## config.mk

```make
export PLATFORM = sky130hd
export DESIGN_NAME = reg_select_stage
export DESIGN_NICKNAME = d
export VERILOG_FILES = /design/src/rtl/reg_select_stage.sv
export SDC_FILE = /design/constraint.sdc
export NUM_CORES = 1
export LEC_CHECK = 0
export CELL_PAD_IN_SITES_DETAIL_PLACEMENT = 1
export CELL_PAD_IN_SITES_GLOBAL_PLACEMENT = 1
export CORE_MARGIN = 5
export CORE_UTILIZATION = 42
export DETAILED_ROUTE_END_ITERATION = 7
export HOLD_SLACK_MARGIN = 0.1
export PLACE_DENSITY_LB_ADDON = 0.1
export SLEW_MARGIN = 20
export SYNTH_ARGS = -nofsm -noshare
export SYNTH_HDL_FRONTEND = slang
export SYNTH_SLANG_ARGS = --single-unit
```

## constraint.sdc

```tcl
create_clock -name Clk -period 5.3 [get_ports Clk]
set_input_delay 0.795 -clock Clk [delete_from_list [all_inputs] [get_ports Clk]]
set_output_delay 0.795 -clock Clk [all_outputs]
set_load 0.05 [all_outputs]
```

## src/rtl/reg_select_stage.sv

```systemverilog
// reg_select_stage
//   Registered register-select stage between instruction fetch and
//   register-file read. Each accepted machine-code word is decoded by
//   operation class into source/destination register indices. The result
//   is held in a one-entry valid/ready output register. A per-register
//   pending-write scoreboard holds back any instruction whose source
//   register still has an outstanding write. Writeback completions clear
//   scoreboard entries, and a completion reported in the same cycle
//   releases the hazard at once.
//
// Ports
//   Clk, Reset        rising-edge clock, asynchronous active-high reset
//   in_valid/in_ready upstream handshake for mach_code/op_class
//   mach_code[IW]     instruction word
//   op_class[2]       00 regular, 01 add, 10 shift, 11 branch
//   wb_valid, wb_reg  register write completion from writeback
//   out_valid/out_ready downstream handshake
//   InRegA/B/W        decoded source A, source B, destination indices
//   has_dest          instruction writes InRegW
//   out_class         registered op_class
//   stall             hazard is blocking in_valid this cycle
//   stall_cnt[CW]     saturating count of stalled cycles
module reg_select_stage #(
  parameter int IW       = 9,
  parameter int RAW      = 4,
  parameter int FLAG_REG = 8,
  parameter int CW       = 16
) (
  input  logic           Clk,
  input  logic           Reset,
  input  logic           in_valid,
  output logic           in_ready,
  input  logic [IW-1:0]  mach_code,
  input  logic [1:0]     op_class,
  input  logic           wb_valid,
  input  logic [RAW-1:0] wb_reg,
  output logic           out_valid,
  input  logic           out_ready,
  output logic [RAW-1:0] InRegA,
  output logic [RAW-1:0] InRegB,
  output logic [RAW-1:0] InRegW,
  output logic           has_dest,
  output logic [1:0]     out_class,
  output logic           stall,
  output logic [CW-1:0]  stall_cnt
);

  localparam int NREG = 2 ** RAW;

  typedef enum logic [1:0] {
    CLS_REGULAR = 2'b00,
    CLS_ADD     = 2'b01,
    CLS_SHIFT   = 2'b10,
    CLS_BRANCH  = 2'b11
  } op_class_e;

  // Upper instruction bits are not used by any decode rule.
  if (IW > 6) begin : g_hi_bits
    logic unused_hi;
    assign unused_hi = ^mach_code[IW-1:6];
  end

  logic [RAW-1:0]  dec_a;
  logic [RAW-1:0]  dec_b;
  logic [RAW-1:0]  dec_w;
  logic            dec_hd;
  logic            dec_use_b;

  logic [NREG-1:0] pending;
  logic [NREG-1:0] pending_next;
  logic [NREG-1:0] wb_mask;
  logic [NREG-1:0] pending_eff;
  logic            hazard;
  logic            accept;

  // Field decode; every index is zero-extended to RAW bits.
  always_comb begin
    dec_a     = '0;
    dec_b     = '0;
    dec_w     = '0;
    dec_hd    = 1'b0;
    dec_use_b = 1'b0;
    unique case (op_class_e'(op_class))
      CLS_REGULAR: begin
        dec_a     = RAW'(mach_code[5:3]);
        dec_b     = RAW'(mach_code[2:0]);
        dec_w     = RAW'(mach_code[5:3]);
        dec_hd    = 1'b1;
        dec_use_b = 1'b1;
      end
      CLS_ADD: begin
        dec_a  = RAW'(mach_code[5:2]);
        dec_b  = RAW'(mach_code[5:3]);
        dec_w  = RAW'(mach_code[5:2]);
        dec_hd = 1'b1;
      end
      CLS_SHIFT: begin
        dec_a  = RAW'(mach_code[3:1]);
        dec_b  = RAW'(mach_code[5:3]);
        dec_w  = RAW'(mach_code[3:1]);
        dec_hd = 1'b1;
      end
      CLS_BRANCH: begin
        dec_a     = RAW'(FLAG_REG);
        dec_b     = RAW'(mach_code[0]);
        dec_w     = '0;
        dec_hd    = 1'b0;
        dec_use_b = 1'b1;
      end
      default: ;
    endcase
  end

  // A writeback in this cycle masks its register out of the hazard check.
  assign wb_mask     = wb_valid ? (NREG'(1) << wb_reg) : '0;
  assign pending_eff = pending & ~wb_mask;

  assign hazard   = in_valid & (pending_eff[dec_a] | (dec_use_b & pending_eff[dec_b]));
  assign stall    = hazard;
  assign in_ready = ~Reset & ~hazard & (~out_valid | out_ready);
  assign accept   = in_valid & in_ready;

  // Clear is applied before set so a new writer wins over a same-cycle
  // completion of the same register.
  always_comb begin
    pending_next = pending & ~wb_mask;
    if (accept && dec_hd) begin
      pending_next[dec_w] = 1'b1;
    end
  end

  always_ff @(posedge Clk or posedge Reset) begin
    if (Reset) begin
      pending <= '0;
    end else begin
      pending <= pending_next;
    end
  end

  always_ff @(posedge Clk or posedge Reset) begin
    if (Reset) begin
      out_valid <= 1'b0;
      InRegA    <= '0;
      InRegB    <= '0;
      InRegW    <= '0;
      has_dest  <= 1'b0;
      out_class <= '0;
    end else if (accept) begin
      out_valid <= 1'b1;
      InRegA    <= dec_a;
      InRegB    <= dec_b;
      InRegW    <= dec_w;
      has_dest  <= dec_hd;
      out_class <= op_class;
    end else if (out_ready) begin
      out_valid <= 1'b0;
    end
  end

  always_ff @(posedge Clk or posedge Reset) begin
    if (Reset) begin
      stall_cnt <= '0;
    end else if (hazard && (stall_cnt != '1)) begin
      stall_cnt <= stall_cnt + CW'(1);
    end
  end

endmodule

```

; ---- After elaboration in Yosys (flattened, before gate mapping)
; Cells that the tools add are included.
[totals]
register_bits = 48
in_bits = 20
elab_cells = 54
[classes]
n_lt_le_gt_ge = 4
eq_ne = 4
bitwise = 13
addsub = 1
reduce_logical = 8
muxes = 15
n_shift = 1
[op_table]
columns = operator, n
row1 = $mux W16, 2
row2 = $pmux W4 S4, 2
row3 = $add A16 B1 Y16 const B, 1
row4 = $and A16 B16 Y16, 1
row5 = $ne A16 B16 Y1 const B, 1
row6 = $not A16 Y16, 1
row7 = $or A16 B16 Y16, 1
row8 = $shl A1 B4 Y16 const A, 1
row9 = $lt A4 B5 Y1 const B, 3
row10 = $pmux W4 S3, 1
row11 = $bmux W1 S4, 2
row12 = $mux W1, 6
row13 = $and A1 B1 Y1, 5
row14 = $demux W1 S4, 1
row15 = $eq A2 B2 Y1 const B, 2
row16 = $ge A4 B1 Y1 const B, 1
row17 = $reduce_or A2 Y1, 2
row18 = $logic_and A1 B1 Y1, 3
row19 = $not A1 Y1, 3
row20 = $reduce_or A3 Y1, 1
row21 = $eq A2 B1 Y1 const B, 1
row22 = $logic_not A2 Y1, 1
row23 = $or A1 B1 Y1, 2
row24 = $pmux W1 S2, 1
row25 = $reduce_bool A2 Y1, 1

; ---- Depth between registers and ports, before layout
[depth]
depth_word = 15
ltp_mapped = 14
depth_no_buf = 10

; ---- Worst setup path before layout
; No wires, ideal clock.
[synth_path]
kind = input-to-output
from = input port op_class[1]
to = output port in_ready
slack_ps = 421
required_ps = 4505
stages = 13
n_path_buf = 3
t_arrival_ps = 4084
path_cell_list = inv_1 -> ha_1 -> buf_6 -> a221o_1 -> nand2_4 -> mux2_2 -> o22a_1 -> a31oi_1 -> o22a_1 -> buf_4 -> buf_2 -> nor2_1 -> nor3_1
[synth_via]
elab_chain_cells = 11
elab_cells_between_ends = 19
cone_classes = eq/ne (3) / mux (7) / bitwise (6) / reduce/logical (3)
[synth_lines]
columns = item, line_no
row1 = from (decl), 34  ; input logic [1:0] op_class,
row2 = $eq A2 B2 Y1 / $eq A2 B1 Y1 (equally long branches), 83  ; unique case (op_class_e'(op_class))
row3 = $reduce_or A2 Y1 (no source line), -
row4 = $pmux W4 S3, 83
row5 = $bmux W1 S4, 118  ; assign hazard = in_valid & (pending_eff[dec_a] | (dec_use_b & pending_eff[dec_b]));
row6 = $mux W1 (not written as such), 118
row7 = $and A1 B1 Y1, 118
row8 = $or A1 B1 Y1 *, 118
row9 = $and A1 B1 Y1 *, 118
row10 = net stall, 44  ; output logic stall,
row11 = $not A1 Y1 *, 120  ; assign in_ready = ~Reset & ~hazard & (~out_valid | out_ready);
row12 = $and A1 B1 Y1 * (2 in a row), 120
row13 = to (decl), 32  ; output logic in_ready,
; Mark *: on every way through the listed nets, which the timed path passes. The rest lies on a longest branch. The select of a mux whose other input is x is not followed.

; ---- Worst setup path in the final report
[layout_path]
from = input port op_class[0]
to = output port in_ready
[layout_via]
elab_chain_cells = 11
elab_cells_between_ends = 19
cone_classes = eq/ne (3) / mux (7) / bitwise (6) / reduce/logical (3)
[layout_lines]
columns = item, line_no
row1 = $eq A2 B2 Y1 / $eq A2 B1 Y1 (equally long branches), 83
row2 = $reduce_or A2 Y1 (no source line), -
row3 = $pmux W4 S3, 83
row4 = $bmux W1 S4, 118
row5 = $mux W1 (not written as such), 118
row6 = $and A1 B1 Y1, 118
row7 = $or A1 B1 Y1 *, 118
row8 = $and A1 B1 Y1 *, 118
row9 = $not A1 Y1 *, 120
row10 = $and A1 B1 Y1 * (2 in a row), 120
; Mark *: on every way between the ends. The rest lies on a longest branch, timed or not. The select of a mux whose other input is x is not followed.

==> run metrics <==
status complete, no violations; Area growth, synth to finish 24.1%; placed insts 357; setup ws final 0.604 ns; CP max stage delay 0.53 ns; Critical Path Fanout Max 17; min Tclk post-route 4.70 ns; pre-CTS setup slack 0.606 ns; vias in the first global route 2236; Slew Limit Headroom 57.1%; Async SR Flop Fraction 100%; most common cell after layout, fill and taps aside clkdlybuf4s50_1; Hold Worst Slack 0.496 ns; leakage power 1.44 nW; Die Y-Extent 87.8 um; setup TNS 0 ns; Initial Util 43.0%; Worst setup SP type input port; dpl hpwl 4980 um; largest area contributor in the netlist dfrtp_1; post-CTS sizing 0; Sink Count 44; most area-consuming cells after synthesis dfrtp_1, mux2_2, xor2_1; antenna violations before repair 0; share of post-route cells with drive strength above 1 13.4%; max-capacitance violation count 0; IO Count 54; routed len/inst 18.4 um; critical path type input port to output port; Ant. Diodes 0; nets 314; Max Fclk 0.213 GHz; final wirelength 6730 um; Hold Buf Count CTS 0; final hold viol count 0; H-tree levels 2; pwr/cell area 432 mW/mm^2; EDFF count, synth 0; # DRC 0; WP buf/inv 3; period utilization 88.6%; register area 0.00110 mm^2; register area share after synthesis 43.3%; Antenna Violating Nets Remaining 0; Synth top area share 43.3%; die area 0.00772 mm^2; peak supply drop 0.248 mV; Mapped Nets 270; maximum clock path buffer count 2; syn avg cell area 10.4 um^2; measured slew at the worst slew-check pin 0.644 ns; Final Max Slew Viols 0; CTS tree built; synthesized area 0.00254 mm^2; drt first pass iters 4; CP max stage cell clkdlybuf4s50_1; largest net degree at the start of global routing 35; Worst setup EP type output port; HP Class flip-flop to flip-flop; port buffer count 49; cells after synthesis 245; Final Non-Filler Cells 365; final setup violation count 0; clock slew at reported path FFs 0.09 ns; Yosys warning count 0; Vias/cell 5.76; required time of the critical path 4.51 ns; commonest non-fill, non-tap cells in the layout clkdlybuf4s50_1, dfrtp_1, nand2_1, nor3_1, xor2_1; Fill cells 659; CTS root buf clkbuf_8; worst-path cell chain clkdlybuf4s50_1 -> inv_1 -> ha_1 -> a221o_1 -> nand2_4 -> mux2_2 -> o22a_1 -> a31oi_1 -> o22a_1 -> nor2_1 -> nor3_1 -> buf_12; Netlist cell types 48; Initial DRC Count 73; Tot GR Track Use 19.3%; clk_lat worst skew 0.30 ns; core area 0.00592 mm^2; CTS buffer count 5; detailed-route via count 2102; Post-CTS Setup Bufs 0; Top delay family on crit path compound AO/OA/AOI/OAI gates; unrepaired setup endpoints after global routing no; Final Wtd Congestion 0.784; area of the multi-input gates 0.00132 mm^2; first-pass GRT wire length 11500 um; Layout Skew 0.0124 ns; overflow left after global routing 0; Die Width 87.8 um; Crit path arrival time 3.90 ns; Main synth FF type dfrtp_1; most frequent cell on the critical path o22a_1; number of synthesized register bits 44; row cnt 28
[routing by layer]
layer / part of all wire (%) / global-route usage, % / up-vias
met5: 0 / 0 / -
met3: 4.3 / 3.76 / 9
met2: 46 / 30.5 / 51
met4: 1.4 / 5.58 / 0
met1: 49 / 26.9 / 1064
li1: - / - / 978
[where the power goes]
group	total (mW)	switching [mW]	leakage, nW	internal, mW
clock	0.217	0.125	0.0479	0.0921
sequential	0.470	0.0567	0.578	0.413
combinational	0.676	0.434	0.812	0.242
total	1.36	0.616	1.44	0.748
[Yosys cell counts (6+ instances only)]
library cell	n
mux2i_1	9
xor2_1	14
nand2_1	18
nand3_1	7
dfrtp_1	44
inv_1	9
o21ai_0	12
nor2_1	11
o21ai_1	6
o31ai_1	13
nor3_1	14
mux2_2	12
[final cells by class]
type                       instances  share of cell area (%)
clock buffer                       5                    2.18
clock inverter                     3                   0.594
inverter                           9                    1.07
multi-input combinational        178                    41.7
sequential                        44                    34.9
tap                               75                    2.97
timing repair buffer              51                    16.6
[sequential cells by signal (all words and copies together) (netlist names)]
name       cells
has_dest       1
InRegA         4
out_valid      1
stall_cnt     16
out_class      2
pending       16
InRegW         1
InRegB         3
[stage by stage]
| step | instance area [um^2] | total power [mW] | util, % |
|---|---|---|---|
| finish | 3160 | 1.36 | 53.4 |
| global route | 3160 | 1.44 | 53.4 |
| CTS | 3160 | 1.37 | 53.4 |
| detailed placement | 3070 | 1.15 | 51.9 |
| global placement | 3070 | 1.14 | 51.9 |
| floorplan | 2540 | 0.940 | - |
[kinds of logic after synthesis]
logic type / share of synthesized area (%)
other cells: 0.147
compound gates: 15.3
mux: 11.5
simple gates: 17.2
buf+inv: 4.97
xor+xnor: 5.16
flops: 43.3
fa+ha+maj: 2.46
[worst paths after layout]
path                              startpoint            to  slack (ns)  cells after the start
worst min-delay path            stall_cnt[6]  stall_cnt[6]        0.50                      1
max in group asynchronous              Reset     InRegA[2]        3.67                      3
worst min register to register  stall_cnt[6]  stall_cnt[6]        0.50                      1
worst max-delay path             op_class[0]      in_ready        0.60                     12
min in group asynchronous              Reset     InRegA[3]        0.83                      2
worst max register to register    pending[3]     InRegB[2]        2.81                      8
Power figures use the tool's default switching activity.
